[src/rtl/fetch_unit_if.sv]
// Instruction-memory request/grant bus with in-order responses.
// The fetch unit is the master; the memory (or its model) is the slave.
interface fetch_unit_if;
  logic        imem_req;
  logic [31:0] imem_addr;
  logic        imem_gnt;
  logic        imem_rvalid;
  logic [31:0] imem_rdata;

  modport master (
    output imem_req, imem_addr,
    input  imem_gnt, imem_rvalid, imem_rdata
  );

  modport slave (
    input  imem_req, imem_addr,
    output imem_gnt, imem_rvalid, imem_rdata
  );
endinterface

[src/rtl/fetch_unit.sv]
// Fetch front end: owns the PC, issues word fetches, buffers up to two
// returned instructions for decode and drops responses made stale by a redirect.
module fetch_unit #(
  parameter logic [31:0] RESET_PC = 32'h0000_0000
) (
  input  logic          i_clk,
  input  logic          i_reset,
  input  logic          i_b_valid,
  input  logic          i_b_taken,
  input  logic [31:0]   i_b_pc,
  fetch_unit_if.master  imem,
  output logic          o_inst_valid,
  output logic [31:0]   o_inst,
  output logic [31:0]   o_inst_pc,
  input  logic          i_inst_ready,
  output logic          o_misaligned
);

  localparam logic [1:0] S_RESET = 2'd0;
  localparam logic [1:0] S_FETCH = 2'd1;
  localparam logic [1:0] S_DRAIN = 2'd2;

  logic [1:0]  r_state;
  logic [31:0] r_pc;
  logic [1:0]  r_count;
  logic [1:0]  r_out;
  logic [1:0]  r_drop;
  logic        r_mis;
  logic [31:0] r_fifo_pc   [2];
  logic [31:0] r_fifo_inst [2];
  logic [31:0] r_pq        [2];

  logic        w_redirect;
  logic        w_pop;
  logic        w_push;
  logic        w_req;
  logic        w_hs;
  logic        w_rsp_drop;
  logic [2:0]  w_credits;
  logic [1:0]  w_drop_redir;
  logic [1:0]  w_drop_nxt;
  logic        w_fifo_wi;
  logic        w_pq_wi;

  // Redirects are ignored in RESET; nothing is in flight there yet.
  assign w_redirect   = i_b_valid & i_b_taken & (r_state != S_RESET);
  assign w_pop        = (r_count != 2'd0) & i_inst_ready & ~w_redirect;
  assign w_rsp_drop   = imem.imem_rvalid & (r_drop != 2'd0);
  assign w_push       = imem.imem_rvalid & (r_drop == 2'd0) & ~w_redirect;

  // A head popped this cycle frees its slot, which sustains one fetch per cycle.
  assign w_credits    = {1'b0, r_out} + {1'b0, r_drop} + {1'b0, r_count} - {2'b00, w_pop};
  assign w_req        = (r_state != S_RESET) & (w_credits < 3'd2) & ~w_redirect;
  assign w_hs         = w_req & imem.imem_gnt;

  assign w_drop_redir = r_drop + r_out - {1'b0, imem.imem_rvalid};
  assign w_drop_nxt   = w_redirect ? w_drop_redir : (r_drop - {1'b0, w_rsp_drop});

  // Write slots are (count - pop) and (out - live response); both fit in one bit.
  assign w_fifo_wi    = r_count[0] ^ w_pop;
  assign w_pq_wi      = r_out[0] ^ w_push;

  always_ff @(posedge i_clk) begin
    if (i_reset) begin
      r_state        <= S_RESET;
      r_pc           <= RESET_PC;
      r_count        <= 2'd0;
      r_out          <= 2'd0;
      r_drop         <= 2'd0;
      r_mis          <= 1'b0;
      r_fifo_pc[0]   <= 32'd0;
      r_fifo_pc[1]   <= 32'd0;
      r_fifo_inst[0] <= 32'd0;
      r_fifo_inst[1] <= 32'd0;
    end else begin
      r_mis <= w_redirect & (|i_b_pc[1:0]);
      if (r_state == S_RESET) r_state <= S_FETCH;
      else                    r_state <= (w_drop_nxt != 2'd0) ? S_DRAIN : S_FETCH;
      r_drop <= w_drop_nxt;
      if (w_redirect) begin
        r_pc    <= {i_b_pc[31:2], 2'b00};
        r_count <= 2'd0;
        r_out   <= 2'd0;
      end else begin
        if (w_hs) r_pc <= r_pc + 32'd4;
        r_count <= r_count + {1'b0, w_push} - {1'b0, w_pop};
        r_out   <= r_out + {1'b0, w_hs} - {1'b0, w_push};
        if (w_pop) begin
          r_fifo_pc[0]   <= r_fifo_pc[1];
          r_fifo_inst[0] <= r_fifo_inst[1];
        end
        if (w_push) begin
          r_fifo_pc[w_fifo_wi]   <= r_pq[0];
          r_fifo_inst[w_fifo_wi] <= imem.imem_rdata;
        end
      end
    end
  end

  // Addresses of live outstanding requests, oldest at index 0.
  always_ff @(posedge i_clk) begin
    if (w_push) r_pq[0] <= r_pq[1];
    if (w_hs)   r_pq[w_pq_wi] <= r_pc;
  end

  assign imem.imem_req  = w_req;
  assign imem.imem_addr = r_pc;
  assign o_inst_valid   = (r_count != 2'd0);
  assign o_inst         = r_fifo_inst[0];
  assign o_inst_pc      = r_fifo_pc[0];
  assign o_misaligned   = r_mis;

endmodule

[src/flat_wrapper.sv]
// flat-port wrapper written by rule: the top's interface ports become plain ports
module fetch_unit_flat 
#(
  parameter logic [31:0] RESET_PC = 32'h0000_0000
)
  (i_clk, i_reset, i_b_valid, i_b_taken, i_b_pc, o_inst_valid, o_inst, o_inst_pc, i_inst_ready, o_misaligned, imem_imem_req, imem_imem_addr, imem_imem_gnt, imem_imem_rvalid, imem_imem_rdata);
  fetch_unit_if imem_i ();
  input  logic i_clk;
  input  logic i_reset;
  input  logic i_b_valid;
  input  logic i_b_taken;
  input  logic [31:0] i_b_pc;
  output logic o_inst_valid;
  output logic [31:0] o_inst;
  output logic [31:0] o_inst_pc;
  input  logic i_inst_ready;
  output logic o_misaligned;
  output wire logic [$bits(imem_i.imem_req)-1:0] imem_imem_req;
  output wire logic [$bits(imem_i.imem_addr)-1:0] imem_imem_addr;
  input wire logic [$bits(imem_i.imem_gnt)-1:0] imem_imem_gnt;
  input wire logic [$bits(imem_i.imem_rvalid)-1:0] imem_imem_rvalid;
  input wire logic [$bits(imem_i.imem_rdata)-1:0] imem_imem_rdata;
  assign imem_imem_req = imem_i.imem_req;
  assign imem_imem_addr = imem_i.imem_addr;
  assign imem_i.imem_gnt = imem_imem_gnt;
  assign imem_i.imem_rvalid = imem_imem_rvalid;
  assign imem_i.imem_rdata = imem_imem_rdata;
  fetch_unit #(.RESET_PC(RESET_PC)) u_core (.i_clk(i_clk), .i_reset(i_reset), .i_b_valid(i_b_valid), .i_b_taken(i_b_taken), .i_b_pc(i_b_pc), .imem(imem_i), .o_inst_valid(o_inst_valid), .o_inst(o_inst), .o_inst_pc(o_inst_pc), .i_inst_ready(i_inst_ready), .o_misaligned(o_misaligned));
endmodule
[config.mk]
export PLATFORM = sky130hd
export DESIGN_NAME = fetch_unit_flat
export DESIGN_NICKNAME = d
export VERILOG_FILES = /design/src/rtl/fetch_unit_if.sv /design/src/rtl/fetch_unit.sv /design/src/flat_wrapper.sv
export SDC_FILE = /design/constraint.sdc
export NUM_CORES = 1
export LEC_CHECK = 0
export BUFFER_PORTS_ARGS = -buffer_cell sky130_fd_sc_hd__buf_2
export CAP_MARGIN = 15
export CORE_ASPECT_RATIO = 1.2
export CORE_MARGIN = 1.5
export CORE_UTILIZATION = 51
export DETAILED_ROUTE_END_ITERATION = 8
export PLACE_DENSITY = 0.77
export SKIP_LAST_GASP = 1
export SLEW_MARGIN = 20
export SYNTH_ARGS = -nofsm -noshare
export SYNTH_HDL_FRONTEND = slang
export SYNTH_SLANG_ARGS = --single-unit
[constraint.sdc]
create_clock -name i_clk -period 3.9 [get_ports i_clk]
set_input_delay 0.195 -clock i_clk [delete_from_list [all_inputs] [get_ports i_clk]]
set_output_delay 0.195 -clock i_clk [all_outputs]
set_load 0.01 [all_outputs]
==> results of run 1 <==
## metal layers
| layer | up-vias | global-route usage, % | part of all wire (%) |
|---|---|---|---|
| met3 | 28 | 3.271 | 5.8 |
| met4 | 0 | 6.207 | 2.1 |
| met1 | 2959 | 24.33 | 44 |
| met2 | 203 | 33.31 | 48 |
| met5 | - | 0 | 0 |
| li1 | 3179 | - | - |
## worst max path at each step
stage | slack (ps) | endpoint | startpoint | cells past startpoint
after CTS | 170 | u_core.r_pq[0][20] | u_core.r_count[1] | 14
after detailed placement | 190 | u_core.r_pq[0][24] | u_core.r_count[1] | 14
after floorplan | 40 | u_core.r_pq[0][10] | u_core.r_count[1] | 15
after global placement | 340 | u_core.r_pq[0][15] | u_core.r_count[1] | 14
after global routing | 50 | u_core.r_pq[0][20] | u_core.r_count[1] | 14
final | 250 | u_core.r_pq[0][7] | u_core.r_count[1] | 14
## through the flow
step	std cells	total power (W)	util [%]	setup slack, ps	instance area, um2
final	1259	0.007965	63.83	250.9	11990
after global routing	1259	0.008401	63.83	47.44	11990
after CTS	1259	0.008011	63.82	168.6	11990
after detailed placement	1166	0.005982	57.24	194.4	10750
after global placement	1166	0.005915	57.24	342.5	10750
after floorplan	784	0.005207	-	40.82	9726
## worst max-delay path, cell delays in order, from the launching register on
cell and delay [ps]:
dfxtp_1 350, or2_2 310, nand2_1 130, nor2_1 90, ha_1 280, inv_1 50
ha_1 280, a21o_1 160, ha_1 170, xnor3_2 450, nand3_4 80, nor2_1 170
ha_2 310, buf_12 200, mux2_2 360
## synth_stat cells (all sizes together), types with 3 or more instances
| cell | number |
|---|---|
| edfxtp | 184 |
| nand2 | 139 |
| o21ai | 68 |
| and2 | 67 |
| nor2 | 42 |
| dfxtp | 39 |
| mux2 | 30 |
| a211oi | 26 |
| clkbuf | 25 |
| xnor2 | 25 |
| buf | 24 |
| inv | 16 |
| ha | 13 |
| nor4 | 13 |
| nand3 | 10 |
| nor3 | 9 |
| and4 | 6 |
| or3 | 6 |
| a311oi | 5 |
| nand4 | 5 |
| a21oi | 4 |
| xor2 | 4 |
| and3 | 3 |
| mux2i | 3 |
| or2 | 3 |
## registers in the layout (all words and copies together) (netlist names)
register	flops
u_core.r_fifo_inst	64
u_core.r_fifo_pc	60
u_core.r_pq	60
u_core.imem.imem_addr	30
u_core.r_count	2
u_core.r_drop	2
u_core.r_out	2
u_core.r_state	2
u_core.o_misaligned	1
## cell type report
type / instances / area (um2)
sequential: 223 / 6306
fill: 1430 / 6795
multi-input combinational: 495 / 3124
clock inverter: 8 / 92.59
clock buffer: 28 / 571.8
tap: 256 / 320.3
inverter: 16 / 60.06
timing repair buffer: 233 / 1516
## kinds of logic after synthesis
family	after synthesis	synth area share, %
AOI/OAI and AO/OA	107	6.534
and+or+nand+nor	307	16.70
adders and majority gates	14	1.881
muxes	33	3.789
DFF	223	64.95
buffers and inverters	66	3.247
xor gates and xnor gates	30	2.861
other	1	0.03862
## timing repair
item | CTS | global route
hold endpoints to repair | 78 | 0
setup endpoints to repair | 0 | 26
hold buffers | 57 | 0
resized for setup | 0 | 1
## power breakdown
| part | switching, W | leakage, nW | internal [W] | total (W) |
|---|---|---|---|---|
| Sequential | 0.000333 | 2.19 | 0.00347 | 0.00380 |
| Combinational | 0.00130 | 2.11 | 0.000883 | 0.00218 |
| Clock | 0.000825 | 0.321 | 0.00116 | 0.00199 |
| Total | 0.00246 | 4.62 | 0.00551 | 0.00796 |
==> impl_metrics.csv, run 1 <==
group,metric,value,unit
status,outcome,"complete, no violations",
clock_network,clock_latency,500,ps
die,fp.dieH,154.1,um
worst_setup_path,r2r_slack,250,ps
die,die_area,19880,um2
yosys,seq_area_frac_synth,64.95,%
die,fp-row-count,55,
drt,viasPerCell,5.059,
clock_network,clkTransAtPathRegs,60,ps
cells_and_area,final_common_cell,"edfxtp_1",
yosys,syn_avg_cell_area,12.43,um2
sta,fin_setup_tns,0,ps
yosys,synth.distinct_cells,47,
yosys,synth_ff_type,"edfxtp_1",
yosys,yosysWarnings,0,
sta,worst_pin_slew,826.2,ps
drt,remaining_drc_errors,0,
clock_network,cts-root-buf,"clkbuf_16",
die,start_util,51.68,%
drt,firstDrtPassIters,5,
power_and_ir_drop,power.leakage,4.617,nW
global_routing,gr-total-overflow,0,
clock_network,clock-sinks,223,
yosys,synth_enable_flop_cells,184,
power_and_ir_drop,cellPowerDensity,664.2,nW/um2
sta,setup_violations,0,
hold_path,holdPathEnd,"u_core.imem.imem_addr[28]",
global_routing,grt_usage,19.18,%
global_routing,grt_pass1_vias,6306,
sta,clock_skew,14.72,ps
global_routing,grt_max_degree,66,
die,die_width,129.0,um
hold_path,hold_class,"in -> reg",
sta,slew_headroom,44.92,%
clock_network,htreeDepth,1,
cells_and_area,layout-drive-gt1-share,26.32,%
global_routing,antenna_found_initial,0,
clock_network,cts_tree,"built",
worst_setup_path,crit_arrival,3890,ps
worst_setup_path,cp_max_fo,26,
cells_and_area,fin_nets,1075,
worst_setup_path,cp-end-kind,"register",
yosys,synth_cells,781,
sta,grt_setup_unrepaired,"false",
worst_setup_path,ff2ff_path_depth,14,
drt,wl_per_cell,14.97,um
clock_network,cts_buffers,21,
yosys,synth_area_leaders,"edfxtp_1, dfxtp_1, nand2_1, and2_1, o21ai_0",
sta,max_freq,274.0,MHz
power_and_ir_drop,vdd_ir_drop_max,0.0003570,V
yosys,synth_top_area_share,56.91,%
drt,drt-total-wl,18850,um
placed_design,gp_congestion,0.7457,
sta,hold_slack,11.97,ps
sta,maxSlewViolCount,0,
placed_design,numPortBuffers,165,
worst_setup_path,start_kind,"register",
cells_and_area,antenna_cells,0,
worst_setup_path,reg2reg_from,"u_core.r_count[1]",
sta,finalCritPeriodShare,93.57,%
worst_setup_path,timing.rr.end,"u_core.r_pq[0][7]",
global_routing,grt_pass1_wl,30600,um
cells_and_area,final_cell_mix,"edfxtp_1, buf_2, nand2_1",
placed_design,place_hpwl,11930,um
hold_path,min-delay-start,"i_b_pc[28]",
worst_setup_path,worstSetupPathType,"reg -> reg",
yosys,netlist.top_cell.by_area,"edfxtp_1",
yosys,ys_ff_latch,223,
die,io_pins,170,
worst_setup_path,worst_ep_required_time,4140,ps
yosys,postSynth.asyncResetShare,0,%
drt,dr.first_iter.drc_count,328,
hold_path,hold_path_depth,3,
drt,final_antenna_net_count,0,
clock_network,clock_path_buffers,3,
cells_and_area,areaGrowthSynthToFinish,23.51,%
drt,num_vias,6369,
run,maxCapViolCount,0,
sta,period_needed,3649,ps
die,fp.coreArea,18790,um2
yosys,netlist_area,9709,um2
sta,hold_viol,0,
clock_network,post_cts_buffers,0,
No activity file was read; power rests on OpenSTA's default activity.
==> run 2, diff against run 1 <==
--- a/config.mk
+++ b/config.mk
@@ -9,9 +9,9 @@
 export CAP_MARGIN = 15
 export CORE_ASPECT_RATIO = 1.2
 export CORE_MARGIN = 1.5
-export CORE_UTILIZATION = 51
+export CORE_UTILIZATION = 55
 export DETAILED_ROUTE_END_ITERATION = 8
-export PLACE_DENSITY = 0.77
+export PLACE_DENSITY = 0.79
 export SKIP_LAST_GASP = 1
 export SLEW_MARGIN = 20
 export SYNTH_ARGS = -nofsm -noshare
==> constraint.sdc (replaced) <==
create_clock -name i_clk -period 3.7 [get_ports i_clk]
set_input_delay 0.185 -clock i_clk [delete_from_list [all_inputs] [get_ports i_clk]]
set_output_delay 0.185 -clock i_clk [all_outputs]
set_load 0.01 [all_outputs]
==> run 2 against run 1 <==
Effect of this change:
- fmax up 2.7%
- register-to-register slack worse by 110 ps
- largest power group unchanged
- sequential cell count unchanged
- sequential share of layout area up 0.16 points
- global-route usage up 1.9 points
- first-iteration DRC count up 5.8%
==> impl_metrics.csv, run 2 (same netlist as run 1, synthesis figures left out) <==
group,metric,value,unit
cells_and_area,fill_cells,1242,
power_and_ir_drop,swShare,31.13,%
cells_and_area,layout-drive-gt1-share,26.97,%
cells_and_area,regMostFlops,"u_core.r_fifo_inst",
drt,wl_per_cell,15.98,um
die,die_area,18460,um2
sta,slew_headroom,33.04,%
sta,max_freq,281.3,MHz
sta,worst_pin_slew,1004,ps
worst_setup_path,start_kind,"register",
worst_setup_path,worstSetupPathType,"reg -> reg",
drt,firstDrtPassIters,4,
drt,viasPerCell,5.263,
cells_and_area,final_common_cell,"edfxtp_1",
clock_network,clock-sinks,223,
sta,maxSlewViolCount,0,
die,fp-row-count,53,
hold_path,hold_class,"in -> reg",
drt,num_vias,6447,
power_and_ir_drop,p_clk_share,25.3,%
placed_design,placed_area,10690,um2
cells_and_area,postLayoutCellArea,11950,um2
worst_setup_path,worst_ep_required_time,3940,ps
placed_design,place_hpwl,12110,um
clock_network,cts-root-buf,"clkbuf_16",
cells_and_area,fin_nets,1074,
worst_setup_path,crit_arrival,3800,ps
status,outcome,"complete, no violations",
worst_setup_path,crit_start,"u_core.r_count[1]",
cells_and_area,final_cell_mix,"edfxtp_1, buf_2, nand2_1",
worst_setup_path,reg2reg_from,"u_core.r_count[1]",
power_and_ir_drop,finalPower,0.008456,W
sta,setup_slack,145.6,ps
die,die_width,124.3,um
power_and_ir_drop,cellPowerDensity,707.4,nW/um2
die,io_pins,170,
run,maxCapViolCount,0,
die,fp.coreArea,17370,um2
power_and_ir_drop,p_int,0.005823,W
cells_and_area,antenna_cells,0,
drt,dr.first_iter.drc_count,347,
global_routing,grt_usage,21.05,%
clock_network,clkTransAtPathRegs,60,ps
worst_setup_path,cp_max_fo,30,
sta,grt_setup_unrepaired,"false",
power_and_ir_drop,vdd_ir_drop_max,0.0004929,V
sta,finalCritPeriodShare,96.07,%
die,start_util,55.88,%
power_and_ir_drop,power_frac_seq,47.3,%
drt,drt-total-wl,19580,um
placed_design,numPortBuffers,165,
clock_network,cts_buffers,22,
global_routing,gr-total-overflow,0,
global_routing,grt_pass1_wl,31860,um
global_routing,antenna_found_initial,0,
clock_network,cts_tree,"built",
power_and_ir_drop,switching_power,0.002632,W
sta,hold_viol,0,
cells_and_area,areaGrowthSynthToFinish,23.12,%
placed_design,pre_cts_ws,64.98,ps
global_routing,grt_pass1_vias,6261,
clock_network,clock_path_buffers,3,
power_and_ir_drop,combPwrFrac,27.3,%
power_and_ir_drop,power.leakage,4.625,nW
cells_and_area,largest_register_ffs,64,
worst_setup_path,cp-end-kind,"register",
sta,setup_violations,0,
sta,clock_skew,8.493,ps
global_routing,grt_max_degree,125,
die,fp.dieH,148.5,um
cells_and_area,reg_top3,"u_core.r_fifo_inst: 64 flops, u_core.r_fifo_pc: 60 flops, u_core.r_pq: 60 flops",
drt,final_antenna_net_count,0,
sta,period_needed,3554,ps
sta,fin_setup_tns,0,ps
drt,remaining_drc_errors,0,
clock_network,htreeDepth,1,
placed_design,gp_congestion,0.7852,
clock_network,clock_latency,500,ps
hold_path,min-delay-start,"i_b_pc[19]",
## run 2: worst max-delay path, cell delays in order (launching register included)
cell,delay [ps]
dfxtp_1,350
or2_2,320
nand2_1,140
nor2_1,100
ha_1,280
inv_1,40
ha_1,260
a21o_1,160
ha_1,180
xnor3_2,460
nand3_4,90
nor2_2,130
ha_2,230
buf_12,200
mux2_2,360
## run 2: cell type report
class                      instances  area [um2]  area share (%)
inverter                          16       60.06          0.5024
tap                              220       275.3           2.303
timing repair buffer             231        1486           12.43
sequential                       223        6306           52.75
clock buffer                      28       614.3           5.139
multi-input combinational        495        3127           26.16
clock inverter                    12       85.08          0.7117
## run 2: metrics by stage
step           std cells  util [%]  hold slack, ps
2_1_floorplan        784         -           347.3
3_3_place_gp        1129     61.52           472.6
3_5_place_dp        1129     61.52           478.4
4_1_cts             1225     68.77          0.6977
5_1_grt             1225     68.80           5.862
6_report            1225     68.80           19.68
## run 2: worst paths after layout
kind	to	slack, ps	cells after the start
min	u_core.imem.imem_addr[19]	20	3
max	u_core.r_pq[0][19]	150	14
max reg2reg	u_core.r_pq[0][19]	150	14
min reg2reg	u_core.r_pq[1][17]	550	0
## run 2: what timing repair did
action	in CTS	in global routing
endpoints found under the setup margin	0	60
setup buffers	0	0
hold endpoints to repair	80	0
hold buffers	56	0
resized for setup	0	2
## run 2: power by group through the flow
stage | sequential [W] | clock [W] | combinational (W)
2_1_floorplan | 0.00414 | 0 | 0.00135
3_3_place_gp | 0.00403 | 0 | 0.00220
3_5_place_dp | 0.00405 | 0 | 0.00228
4_1_cts | 0.00401 | 0.00219 | 0.00233
5_1_grt | 0.00409 | 0.00227 | 0.00255
6_report | 0.00400 | 0.00214 | 0.00231
## run 2: layer usage
layer,share of wire [%],vias to the layer above,wire [um],GRT usage (%)
li1,-,3177,-,-
met4,1.6,0,310,5.632
met2,50,206,9884,36.59
met5,0,-,0,0
met3,5.4,21,1059,2.518
met1,43,3043,8323,28.29
